===== src/rtl/hamming_pkg.sv =====
// hamming_pkg
//   Shared helpers for the Hamming stream decoder:
//     is_parity_pos(p) : 1 when 1-based code position p is a parity position
//     data_pos(i)      : 1-based code position carrying data bit i
//     syn_width(w)     : minimum parity-bit count able to cover a w-bit code
//   SECDED_BITS is 1 when HAMMING_SECDED_EN is defined (extra overall-parity
//   bit on the codeword), else 0.
package hamming_pkg;

`ifdef HAMMING_SECDED_EN
    localparam int SECDED_BITS = 1;
`else
    localparam int SECDED_BITS = 0;
`endif

    function automatic logic is_parity_pos(input int p);
        return (p > 0) && ((p & (p - 1)) == 0);
    endfunction

    // Data bits fill the non-power-of-two positions in ascending order.
    function automatic int data_pos(input int idx);
        int n;
        n = 0;
        for (int p = 1; p < 4096; p++) begin
            if (!is_parity_pos(p)) begin
                if (n == idx) return p;
                n++;
            end
        end
        return 0;
    endfunction

    function automatic int syn_width(input int code_w);
        for (int m = 1; m < 31; m++) begin
            if (((1 << m) - 1) >= code_w) return m;
        end
        return 31;
    endfunction

endpackage


===== src/rtl/hamming_syndrome.sv =====
// hamming_syndrome
//   Combinational syndrome generator.
//   i_code : received codeword, position p on i_code[p-1]; with
//            HAMMING_SECDED_EN an extra overall-parity bit at i_code[CODE_W]
//   o_syn  : syndrome, bit j = XOR of all positions whose index has bit j set
//   o_q    : (HAMMING_SECDED_EN only) XOR of every received bit
module hamming_syndrome
    import hamming_pkg::*;
#(
    parameter int CODE_W      = 11,
    parameter int PARITY_BITS = 4
) (
    input  logic [CODE_W+SECDED_BITS-1:0] i_code,
    output logic [PARITY_BITS-1:0]        o_syn
`ifdef HAMMING_SECDED_EN
    ,
    output logic                          o_q
`endif
);

    always_comb begin
        o_syn = '0;
        for (int j = 0; j < PARITY_BITS; j++) begin
            for (int p = 1; p <= CODE_W; p++) begin
                if (p[j]) o_syn[j] = o_syn[j] ^ i_code[p-1];
            end
        end
    end

`ifdef HAMMING_SECDED_EN
    assign o_q = ^i_code;
`endif

endmodule


===== src/rtl/hamming_stream_decoder.sv =====
// hamming_stream_decoder
//   Two-stage pipelined shortened-Hamming SEC decoder with valid/ready
//   handshaking and saturating error counters.
//   Optional build macro: HAMMING_SECDED_EN (adds overall-parity bit and
//   double-error detection).
//   Ports:
//     clk, rst                  : clock, synchronous active-high reset
//     in_valid/in_ready/code_in : input stream (code_in is CODE_W+1 wide
//                                 under HAMMING_SECDED_EN)
//     out_valid/out_ready       : output stream handshake
//     data_out, syndrome_out    : corrected data and syndrome of the word
//     err_corr, err_uncorr      : per-word error flags (mutually exclusive)
//     corr_cnt, uncorr_cnt      : saturating counts of flagged words
//     cnt_clr                   : zero both counters (beats an increment)
module hamming_stream_decoder
    import hamming_pkg::*;
#(
    parameter int  PARITY_BITS = 4,
    parameter int  CODE_W      = 11,
    parameter int  CNT_W       = 16,
    localparam int DATA_W      = CODE_W - PARITY_BITS
) (
    input  logic                          clk,
    input  logic                          rst,
    input  logic                          in_valid,
    output logic                          in_ready,
    input  logic [CODE_W+SECDED_BITS-1:0] code_in,
    output logic                          out_valid,
    input  logic                          out_ready,
    output logic [DATA_W-1:0]             data_out,
    output logic [PARITY_BITS-1:0]        syndrome_out,
    output logic                          err_corr,
    output logic                          err_uncorr,
    output logic [CNT_W-1:0]              corr_cnt,
    output logic [CNT_W-1:0]              uncorr_cnt,
    input  logic                          cnt_clr
);

    if (PARITY_BITS < 2 || CODE_W < PARITY_BITS + 1 ||
        PARITY_BITS < syn_width(CODE_W)) begin : g_bad_cfg
        $error("hamming_stream_decoder: CODE_W out of range for PARITY_BITS");
    end

    localparam logic [PARITY_BITS-1:0] CODE_W_S = PARITY_BITS'(CODE_W);

    // r_vld_pipe[1]: stage-1 valid, r_vld_pipe[2]: output valid
    logic [2:1]             r_vld_pipe;
    logic [DATA_W-1:0]      r_s1_data;
    logic [PARITY_BITS-1:0] r_s1_syn;
    logic [DATA_W-1:0]      r_data;
    logic [PARITY_BITS-1:0] r_syn;
    logic                   r_corr;
    logic                   r_uncorr;
    logic [CNT_W-1:0]       r_corr_cnt;
    logic [CNT_W-1:0]       r_uncorr_cnt;

    logic                   w_adv;
    logic                   w_hs;
    logic [PARITY_BITS-1:0] w_syn;
    logic [DATA_W-1:0]      w_in_data;
    logic [DATA_W-1:0]      w_data;
    logic                   w_corr;
    logic                   w_uncorr;

    assign w_adv    = ~r_vld_pipe[2] | out_ready;
    assign w_hs     = r_vld_pipe[2] & out_ready;
    assign in_ready = w_adv;

    // ---------------- stage 1: syndrome + raw data bits ----------------
`ifdef HAMMING_SECDED_EN
    logic w_q;
    logic r_s1_q;

    hamming_syndrome #(.CODE_W(CODE_W), .PARITY_BITS(PARITY_BITS)) u_syn (
        .i_code (code_in),
        .o_syn  (w_syn),
        .o_q    (w_q)
    );
`else
    hamming_syndrome #(.CODE_W(CODE_W), .PARITY_BITS(PARITY_BITS)) u_syn (
        .i_code (code_in),
        .o_syn  (w_syn)
    );
`endif

    // Only data positions are carried forward; parity bits matter only
    // through the syndrome.
    for (genvar i = 0; i < DATA_W; i++) begin : g_in_data
        localparam int POS = data_pos(i);
        assign w_in_data[i] = code_in[POS-1];
    end

    always_ff @(posedge clk) begin
        if (w_adv && in_valid) begin
            r_s1_data <= w_in_data;
            r_s1_syn  <= w_syn;
`ifdef HAMMING_SECDED_EN
            r_s1_q    <= w_q;
`endif
        end
    end

    // ---------------- stage 2: classify and correct -------------------
    always_comb begin
        w_corr   = 1'b0;
        w_uncorr = 1'b0;
`ifdef HAMMING_SECDED_EN
        // Odd overall parity means one error (possibly in the overall bit
        // itself when s=0); even parity with s!=0 means two errors.
        if (r_s1_q) begin
            if (r_s1_syn > CODE_W_S) w_uncorr = 1'b1;
            else                     w_corr   = 1'b1;
        end else if (r_s1_syn != '0) begin
            w_uncorr = 1'b1;
        end
`else
        if (r_s1_syn > CODE_W_S)     w_uncorr = 1'b1;
        else if (r_s1_syn != '0)     w_corr   = 1'b1;
`endif
    end

    // A syndrome pointing at a parity position matches no data bit, so
    // data passes unchanged while err_corr is still reported.
    for (genvar i = 0; i < DATA_W; i++) begin : g_fix
        localparam int POS = data_pos(i);
        assign w_data[i] = r_s1_data[i] ^
                           (w_corr && (r_s1_syn == PARITY_BITS'(POS)));
    end

    always_ff @(posedge clk) begin
        if (rst) begin
            r_vld_pipe <= '0;
            r_data     <= '0;
            r_syn      <= '0;
            r_corr     <= 1'b0;
            r_uncorr   <= 1'b0;
        end else if (w_adv) begin
            r_vld_pipe <= {r_vld_pipe[1], in_valid};
            if (r_vld_pipe[1]) begin
                r_data   <= w_data;
                r_syn    <= r_s1_syn;
                r_corr   <= w_corr;
                r_uncorr <= w_uncorr;
            end
        end
    end

    // ---------------- saturating statistics ---------------------------
    always_ff @(posedge clk) begin
        if (rst || cnt_clr) begin
            r_corr_cnt   <= '0;
            r_uncorr_cnt <= '0;
        end else if (w_hs) begin
            if (r_corr && r_corr_cnt != '1)       r_corr_cnt   <= r_corr_cnt + 1'b1;
            if (r_uncorr && r_uncorr_cnt != '1)   r_uncorr_cnt <= r_uncorr_cnt + 1'b1;
        end
    end

    assign out_valid    = r_vld_pipe[2];
    assign data_out     = r_data;
    assign syndrome_out = r_syn;
    assign err_corr     = r_corr;
    assign err_uncorr   = r_uncorr;
    assign corr_cnt     = r_corr_cnt;
    assign uncorr_cnt   = r_uncorr_cnt;

endmodule


===== config.mk =====
export PLATFORM = sky130hd
export DESIGN_NAME = hamming_stream_decoder
export DESIGN_NICKNAME = d
export VERILOG_FILES = /design/src/rtl/hamming_pkg.sv /design/src/rtl/hamming_syndrome.sv /design/src/rtl/hamming_stream_decoder.sv
export SDC_FILE = /design/constraint.sdc
export NUM_CORES = 1
export LEC_CHECK = 0
export ABC_CLOCK_PERIOD_IN_PS = 5650
export CAP_MARGIN = 20
export CORE_UTILIZATION = 35
export DETAILED_ROUTE_END_ITERATION = 7
export RECOVER_POWER = 25
export SYNTH_ARGS = -nofsm -noshare
export SYNTH_HDL_FRONTEND = slang
export SYNTH_SLANG_ARGS = --single-unit

===== constraint.sdc =====
create_clock -name clk -period 5.65 [get_ports clk]
set_clock_uncertainty 0.2 [all_clocks]
set_input_delay 1.695 -clock clk [delete_from_list [all_inputs] [get_ports clk]]
set_output_delay 1.695 -clock clk [all_outputs]
set_load 0.01 [all_outputs]

# Word level (Yosys, flattened, before mapping)
# Index checks and enable logic that the tools add are counted.
# classes
addsub	2
n_mul	0
n_div	0
magnitude_cmp	1
eq_ne	9
shift	0
mux	3
bitwise_logic	26
reduce_logical	15
# ops
op	n
16-bit by 1-bit adder with 16-bit output, second input constant	2
16-bit inequality test, second input constant	2
1-bit bitwise XOR	23
4-bit by 3-bit == test with 1-bit output, second input constant	3
4-bit == test, second input constant	3
1-bit logical AND	10
2-bit AND reduction	3
4-bit by 2-bit == test with 1-bit output, second input constant	1
4-bit > comparator, second input constant	1
4-bit nonzero test	1
1-bit 2-to-1 mux	3
1-bit bitwise AND	1
1-bit logical OR	1
1-bit inverter	1
1-bit OR	1
# totals
register_bits	58
latch_bits	0
mem_bits_rw	0
romBits	0
input_bits	16
word_cells	65
n_memories	0

# Depth between registers and ports, before layout
# Gate-level depths: netlist of the first run.
# depth
word_depth	5
ltp_mapped	6

# Hierarchy
# A second synthesis of the first run with hierarchy kept.
# unflattened
cells_unflattened	289
area_unflattened_um2	2702.6
# modules_own_cells
mod	instances	cells_per_inst	area_each_um2	seq_area_each_um2
hamming_stream_decoder	1	278	2563.7	1271.2
hamming_syndrome	1	11	138.9	0.0

# Worst setup path before layout of the first run
# OpenSTA, ideal clock, no wires.
# synth_path
path_type	input port to output port
startpoint	input port out_ready
endpoint	output port in_ready
arrival_time_ns	1.905
required_time_ns	3.755
path_slack_ns	1.850
path_stages	1
n_path_buf	0
cell_sequence	nand2b_1
# synth_via
elab_chain_cells	1
# synth_rtl
element	line_no	source
start, declared	hamming_stream_decoder.sv:29	input logic out_ready,
1-bit OR	hamming_stream_decoder.sv:65	assign w_adv = ~r_vld_pipe[2] | out_ready;
end, declared	hamming_stream_decoder.sv:26	output logic in_ready,
# No other way between the ends.

# Worst setup path after layout of the first run
# Ends and elaborated chain as after synthesis.

==> reports/metrics.cfg, run 1 <==
[yosys]
postSynthNetCount=320
synth_edf_count=11
syn_inst=302
ys_ff_latch=58
syn-cell-area_um2=2780
synth-async-reset-ratio=0
yosys_warnings=0
syn_avg_cell_area_um2=9.20
synthFlopType=dfxtp_1
synth_cell_type_count=41
seq_area_frac_synth=0.458

[clock_network]
root_buffer=clkbuf_8
post_cts_buffers=0
tritoncts=done
ctsHoldBuffers=0
cts_buffers=9
htree_levels=3
postCtsResizedCells=0
cts.sinks=58
path_clk_slew_ns=0.05
clk-insertion-delay-late_ns=0.34
clockBufferDepth=2

[critical_path]
max_stage_delay_ns=0.67
cp_max_fo=7
rr_startpoint=uncorr_cnt[0]
cp_data_arrival_time_ns=3.23
crit_path_end=in_ready
path_cells=dlygate4sd3_1, nand2b_1, clkdlybuf4s50_1
crit_required_ns=3.75
r2r_end=uncorr_cnt[10]
r2r_slack_ns=3.32
crit_start=out_ready
reg2regPathDepth=5
path_class=in2out
cpMaxStageDelayCell=dlygate4sd3_1
cp-start-kind=primary input
crit_path_end_kind=output pin

[drt]
wl_met1_um=2930
vias_per_cell=5.40
drtIter0Drc=94
postRouteAntennaNets=0
top_layer_used=met4
dr.pass1.iters=4
wl_per_cell_um=13.6
vias=2545
post-route-drc-count=0
dr_wl_met3_um=271
wirelength_um=6400
wl_met2_um=3050

[global_route]
antenna_found_initial=0
grtUsageTotal=0.165
first_global_vias=2271
grt_overflow=0
grt_max_degree=28
grt_pass1_wl_um=10800

[die]
start_util=0.361
die-area_um2=8300
fp.dieH_um=91.1
io_pins=63
die_x_um=91.1
coreArea_um2=7690
fp-row-count=32

[cells_and_area]
final_common_cell=dfxtp_1
layout_common_cells=dfxtp_1, clkdlybuf4s50_1, a21oi_1
finalInstanceArea_um2=3650
fin_nets=383
n_antenna_cell=0
area_delta_synth_final_pct=31.5
final_util=0.475
drive_gt1_frac=0.0461
final_cells=471

[power_and_ir_drop]
ir_drop_uv=113
p_total_mw=0.870
leakagePower_nw=1.17
power_density_nw_per_um2=238

[placement]
io_buffers=62
place_congestion=0.753
dpl-instance-area_um2=3490
dpl.cell_count=456
post-place-ws_ns=0.628
dpl.hpwl_um=4570

[status]
outcome=completed

[sta]
period_share=0.906
hold_viol=0
finalSetupViolations=0
slew_headroom=0.451
max_clock_freq_ghz=0.195
min_period_ns=5.12
slew_viol_final=0
tightestPinTransition_ns=0.816
setup_tns_ns=0
rsz0062_at_grt=no
fin_ws_ns=0.529
hold_slack_ns=0.260

[run]
max-cap-violations=0

[worst_hold_path]
worstHoldPathType=reg2reg

-- where the power goes --
part,internal (mW),total [mW],switching [mW]
registers,0.440,0.454,0.0142
logic,0.0419,0.0840,0.0421
clock network,0.182,0.332,0.151
total,0.664,0.870,0.207
-- layer usage --
metal  up-vias  GRT usage
met5         -          0
met4         0     0.0913
met3        11     0.0360
met2        55      0.269
met1      1207      0.203
li1       1272          -
-- registers in the layout (all words and copies together) (netlist names) --
signal / flops
corr_cnt: 16
data_out: 7
err_corr: 1
err_uncorr: 1
r_s1_data: 7
r_s1_syn: 4
r_vld_pipe: 2
syndrome_out: 4
uncorr_cnt: 16
-- cell type report --
| type | count | area, µm² |
|---|---|---|
| fillers | 754 | 4040 |
| multi-input cells | 231 | 1460 |
| flip-flops and latches | 58 | 1270 |
| repair buffers | 62 | 621 |
| clock buffers | 15 | 166 |
| well taps | 102 | 128 |
| inverters | 3 | 11.3 |
-- logic make-up (layout without fill, tap and decap cells) --
group,count (synthesis),count (layout),synth area share
fa+ha+maj,2,2,0.00901
simple gates,130,130,0.264
compound gates,76,76,0.178
flops,58,58,0.458
mux,1,1,0.00360
xor+xnor,22,22,0.0694
buf+inv,13,80,0.0185
-- critical path, delay by kind of cell --
family	cells	cell delay (ns)
buffers and inverters	2	1.27
and+or+nand+nor	1	0.26
-- synth_stat cells, types with 2 or more instances --
master / count / area (µm²)
xnor2_1: 19 / 166
dfxtp_1: 47 / 941
o21ai_0: 10 / 50.1
edfxtp_1: 11 / 330
nand3_1: 14 / 70.1
or4_1: 15 / 113
nor2_1: 21 / 78.8
a211oi_1: 7 / 52.6
inv_1: 3 / 11.3
a21oi_1: 32 / 160
and2_1: 2 / 12.5
ha_1: 2 / 25.0
o31a_1: 3 / 26.3
buf_2: 2 / 10.0
nand2_1: 30 / 113
o31ai_1: 13 / 97.6
o21a_1: 3 / 22.5
or3_1: 10 / 62.6
nand2b_1: 5 / 31.3
and3_1: 5 / 31.3
o211ai_1: 2 / 15.0
nor4_1: 4 / 25.0
clkbuf_1: 8 / 30.0
and4_1: 6 / 52.6
nor3_1: 4 / 20.0
xor2_1: 3 / 26.3
nand4_1: 7 / 43.8
-- how the worst min path moves through the flow --
stage | slack [ns] | depth (start not counted) | from | end
after floorplan | 0.26 | 2 | r_vld_pipe[1] | r_vld_pipe[2]
after global placement | 0.26 | 2 | syndrome_out[2] | syndrome_out[2]
after detailed placement | 0.25 | 2 | syndrome_out[1] | syndrome_out[1]
after CTS | 0.27 | 2 | syndrome_out[1] | syndrome_out[1]
after global routing | 0.29 | 2 | syndrome_out[1] | syndrome_out[1]
final | 0.26 | 2 | syndrome_out[3] | syndrome_out[3]
Note: power is estimated with default switching activity, not from simulation.
==> run 2: changes to the inputs <==
--- a/config.mk
+++ b/config.mk
@@ -5,7 +5,6 @@
 export SDC_FILE = /design/constraint.sdc
 export NUM_CORES = 1
 export LEC_CHECK = 0
-export ABC_CLOCK_PERIOD_IN_PS = 5650
 export CAP_MARGIN = 20
 export CORE_UTILIZATION = 35
 export DETAILED_ROUTE_END_ITERATION = 7
==> results of run 2 <==
Final layout, timing and power as in run 1 (identical DEF).
==> run 3: changes to the inputs <==
--- a/config.mk
+++ b/config.mk
@@ -5,8 +5,8 @@
 export SDC_FILE = /design/constraint.sdc
 export NUM_CORES = 1
 export LEC_CHECK = 0
-export CAP_MARGIN = 20
 export CORE_UTILIZATION = 35
+export CTS_BUF_LIST = sky130_fd_sc_hd__clkbuf_2
 export DETAILED_ROUTE_END_ITERATION = 7
 export RECOVER_POWER = 25
 export SYNTH_ARGS = -nofsm -noshare
==> reports/metrics.cfg, run 3 (same netlist as run 1, synthesis figures left out) <==
[power_and_ir_drop]
leakagePower_nw=1.10  ; -6.5%
ir_drop_uv=99.4  ; -12%
power_density_nw_per_um2=209  ; -13%
p_total_mw=0.742  ; -15%

[drt]
post-route-drc-count=0  ; unchanged
vias=2540  ; -0.20%
dr.pass1.iters=4  ; unchanged
wirelength_um=6330  ; -1.1%
wl_met2_um=3030  ; -0.72%
wl_per_cell_um=13.4  ; -1.1%
dr_wl_met3_um=255  ; -5.9%
postRouteAntennaNets=0  ; unchanged
vias_per_cell=5.39  ; -0.20%
drtIter0Drc=108  ; +15%
top_layer_used=met4
wl_met1_um=2950  ; +0.89%

[clock_network]
postCtsResizedCells=0  ; unchanged
cts_buffers=9  ; unchanged
cts.sinks=58  ; unchanged
tritoncts=done
htree_levels=3  ; unchanged
path_clk_slew_ns=0.13  ; +0.08 ns
root_buffer=clkbuf_2
clk-insertion-delay-late_ns=0.45  ; +0.11 ns
clockBufferDepth=2  ; unchanged
post_cts_buffers=0  ; unchanged
ctsHoldBuffers=0  ; unchanged

[sta]
rsz0062_at_grt=no
tightestPinTransition_ns=1.66  ; +0.848 ns
slew_viol_final=28  ; +28
max_clock_freq_ghz=0.196  ; +0.15%
min_period_ns=5.11  ; -0.00784 ns
hold_viol=0  ; unchanged
period_share=0.905  ; -0.00139
setup_tns_ns=0  ; unchanged
fin_ws_ns=0.537  ; +0.00784 ns
finalSetupViolations=0  ; unchanged
hold_slack_ns=0.270  ; +0.00999 ns
slew_headroom=-0.110  ; -0.561

[critical_path]
r2r_end=uncorr_cnt[15]
cp-start-kind=primary input
path_cells=dlygate4sd3_1, nand2b_1, clkdlybuf4s50_1
rr_startpoint=uncorr_cnt[0]
crit_path_end_kind=output pin
crit_required_ns=3.75  ; about the same
critPathBufInv=2  ; unchanged
cp_data_arrival_time_ns=3.22  ; about the same
cpMaxStageDelayCell=dlygate4sd3_1
cp_max_fo=7  ; unchanged
path_class=in2out
r2r_slack_ns=3.27  ; -0.05 ns
reg2regPathDepth=5  ; unchanged
max_stage_delay_ns=0.67  ; about the same
path_delay_family=buffers and inverters

[die]
die_x_um=91.1  ; unchanged
fp-row-count=32  ; unchanged
die-area_um2=8300  ; unchanged
start_util=0.361  ; unchanged
fp.dieH_um=91.1  ; unchanged
coreArea_um2=7690  ; unchanged
io_pins=63  ; unchanged

[cells_and_area]
final_common_cell=clkdlybuf4s50_1
multi_input_area_um2=1460  ; unchanged
fin_nets=383  ; unchanged
area_delta_synth_final_pct=28.1
final_cells=471  ; unchanged
drive_gt1_frac=0.0488  ; +0.00271
final_util=0.463  ; -0.0122
fill_cells=760  ; +0.80%
finalInstanceArea_um2=3560  ; -2.6%
final-seq-area_um2=1270  ; unchanged
n_antenna_cell=0  ; unchanged
layout_common_cells=clkdlybuf4s50_1, dfxtp_1, a21oi_1

[global_route]
grt_max_degree=28  ; unchanged
grt_pass1_wl_um=10700  ; -0.51%
grtUsageTotal=0.162  ; -0.00353
first_global_vias=2299  ; +1.2%
grt_overflow=0  ; unchanged
antenna_found_initial=0  ; unchanged

[placement]
dpl-instance-area_um2=3490  ; unchanged
dpl.hpwl_um=4570  ; unchanged
io_buffers=62  ; unchanged
post-place-ws_ns=0.628  ; unchanged
dpl.cell_count=456  ; unchanged
place_congestion=0.753  ; unchanged

[worst_hold_path]
min_to=syndrome_out[3]
worstHoldPathType=reg2reg
worstHoldPathCells=2  ; unchanged
worst_hold_startpoint=syndrome_out[3]

[status]
violations=max-capacitance violations, max-slew violations
outcome=finished with violations

[run]
max-cap-violations=1  ; +1

run 3: cell types whose count changed in the layout (fill, tap and decap cells not counted):
cell             delta
and2_0              +1
clkdlybuf4s50_1    +16
clkbuf_2           +13
and2_1              -1
or2_0               +1
or2_2               -1
clkinv_1            +2
clkbuf_8           -11
dlygate4sd3_1      -16
clkbuf_1            -4
run 3: worst max path at each step:
stage | slack (ns) | end | cells past startpoint | start
detailed placement | 0.63 | in_ready | 3 | out_ready
floorplan | 1.85 | in_ready | 1 | out_ready
finish | 0.54 | in_ready | 3 | out_ready
global route | 0.47 | in_ready | 3 | out_ready
CTS | 0.62 | in_ready | 3 | out_ready
global placement | 0.67 | in_ready | 3 | out_ready
run 3: layer usage:
metal  track usage  vias to the layer above
met4        0.0754                        0
li1              -                     1279
met2         0.265                       44
met5             0                        -
met3        0.0343                        8
met1         0.203                     1209
run 3: cell type report:
cell class                      count  share of cell area
Tap cell                          102              0.0359
Inverter                            3             0.00316
Clock inverter                      2             0.00211
Clock buffer                       13              0.0183
Sequential cell                    58               0.357
Timing Repair Buffer               62               0.174
Multi-Input combinational cell    231               0.409
run 3: power by group:
part	internal [mW]	leakage [nW]	total [mW]	switching, mW
combinational	0.0441	0.550	0.0860	0.0419
sequential	0.440	0.488	0.454	0.0143
clock	0.0608	0.0571	0.202	0.141
total	0.545	1.10	0.742	0.197
run 3: worst reg2reg max path: stages, from the launching register on:
cell,delay [ns]
dfxtp_1,0.44
ha_1,0.31
nand4_4,0.19
o41ai_4,0.80
or4_1,0.21
a21oi_1,0.06
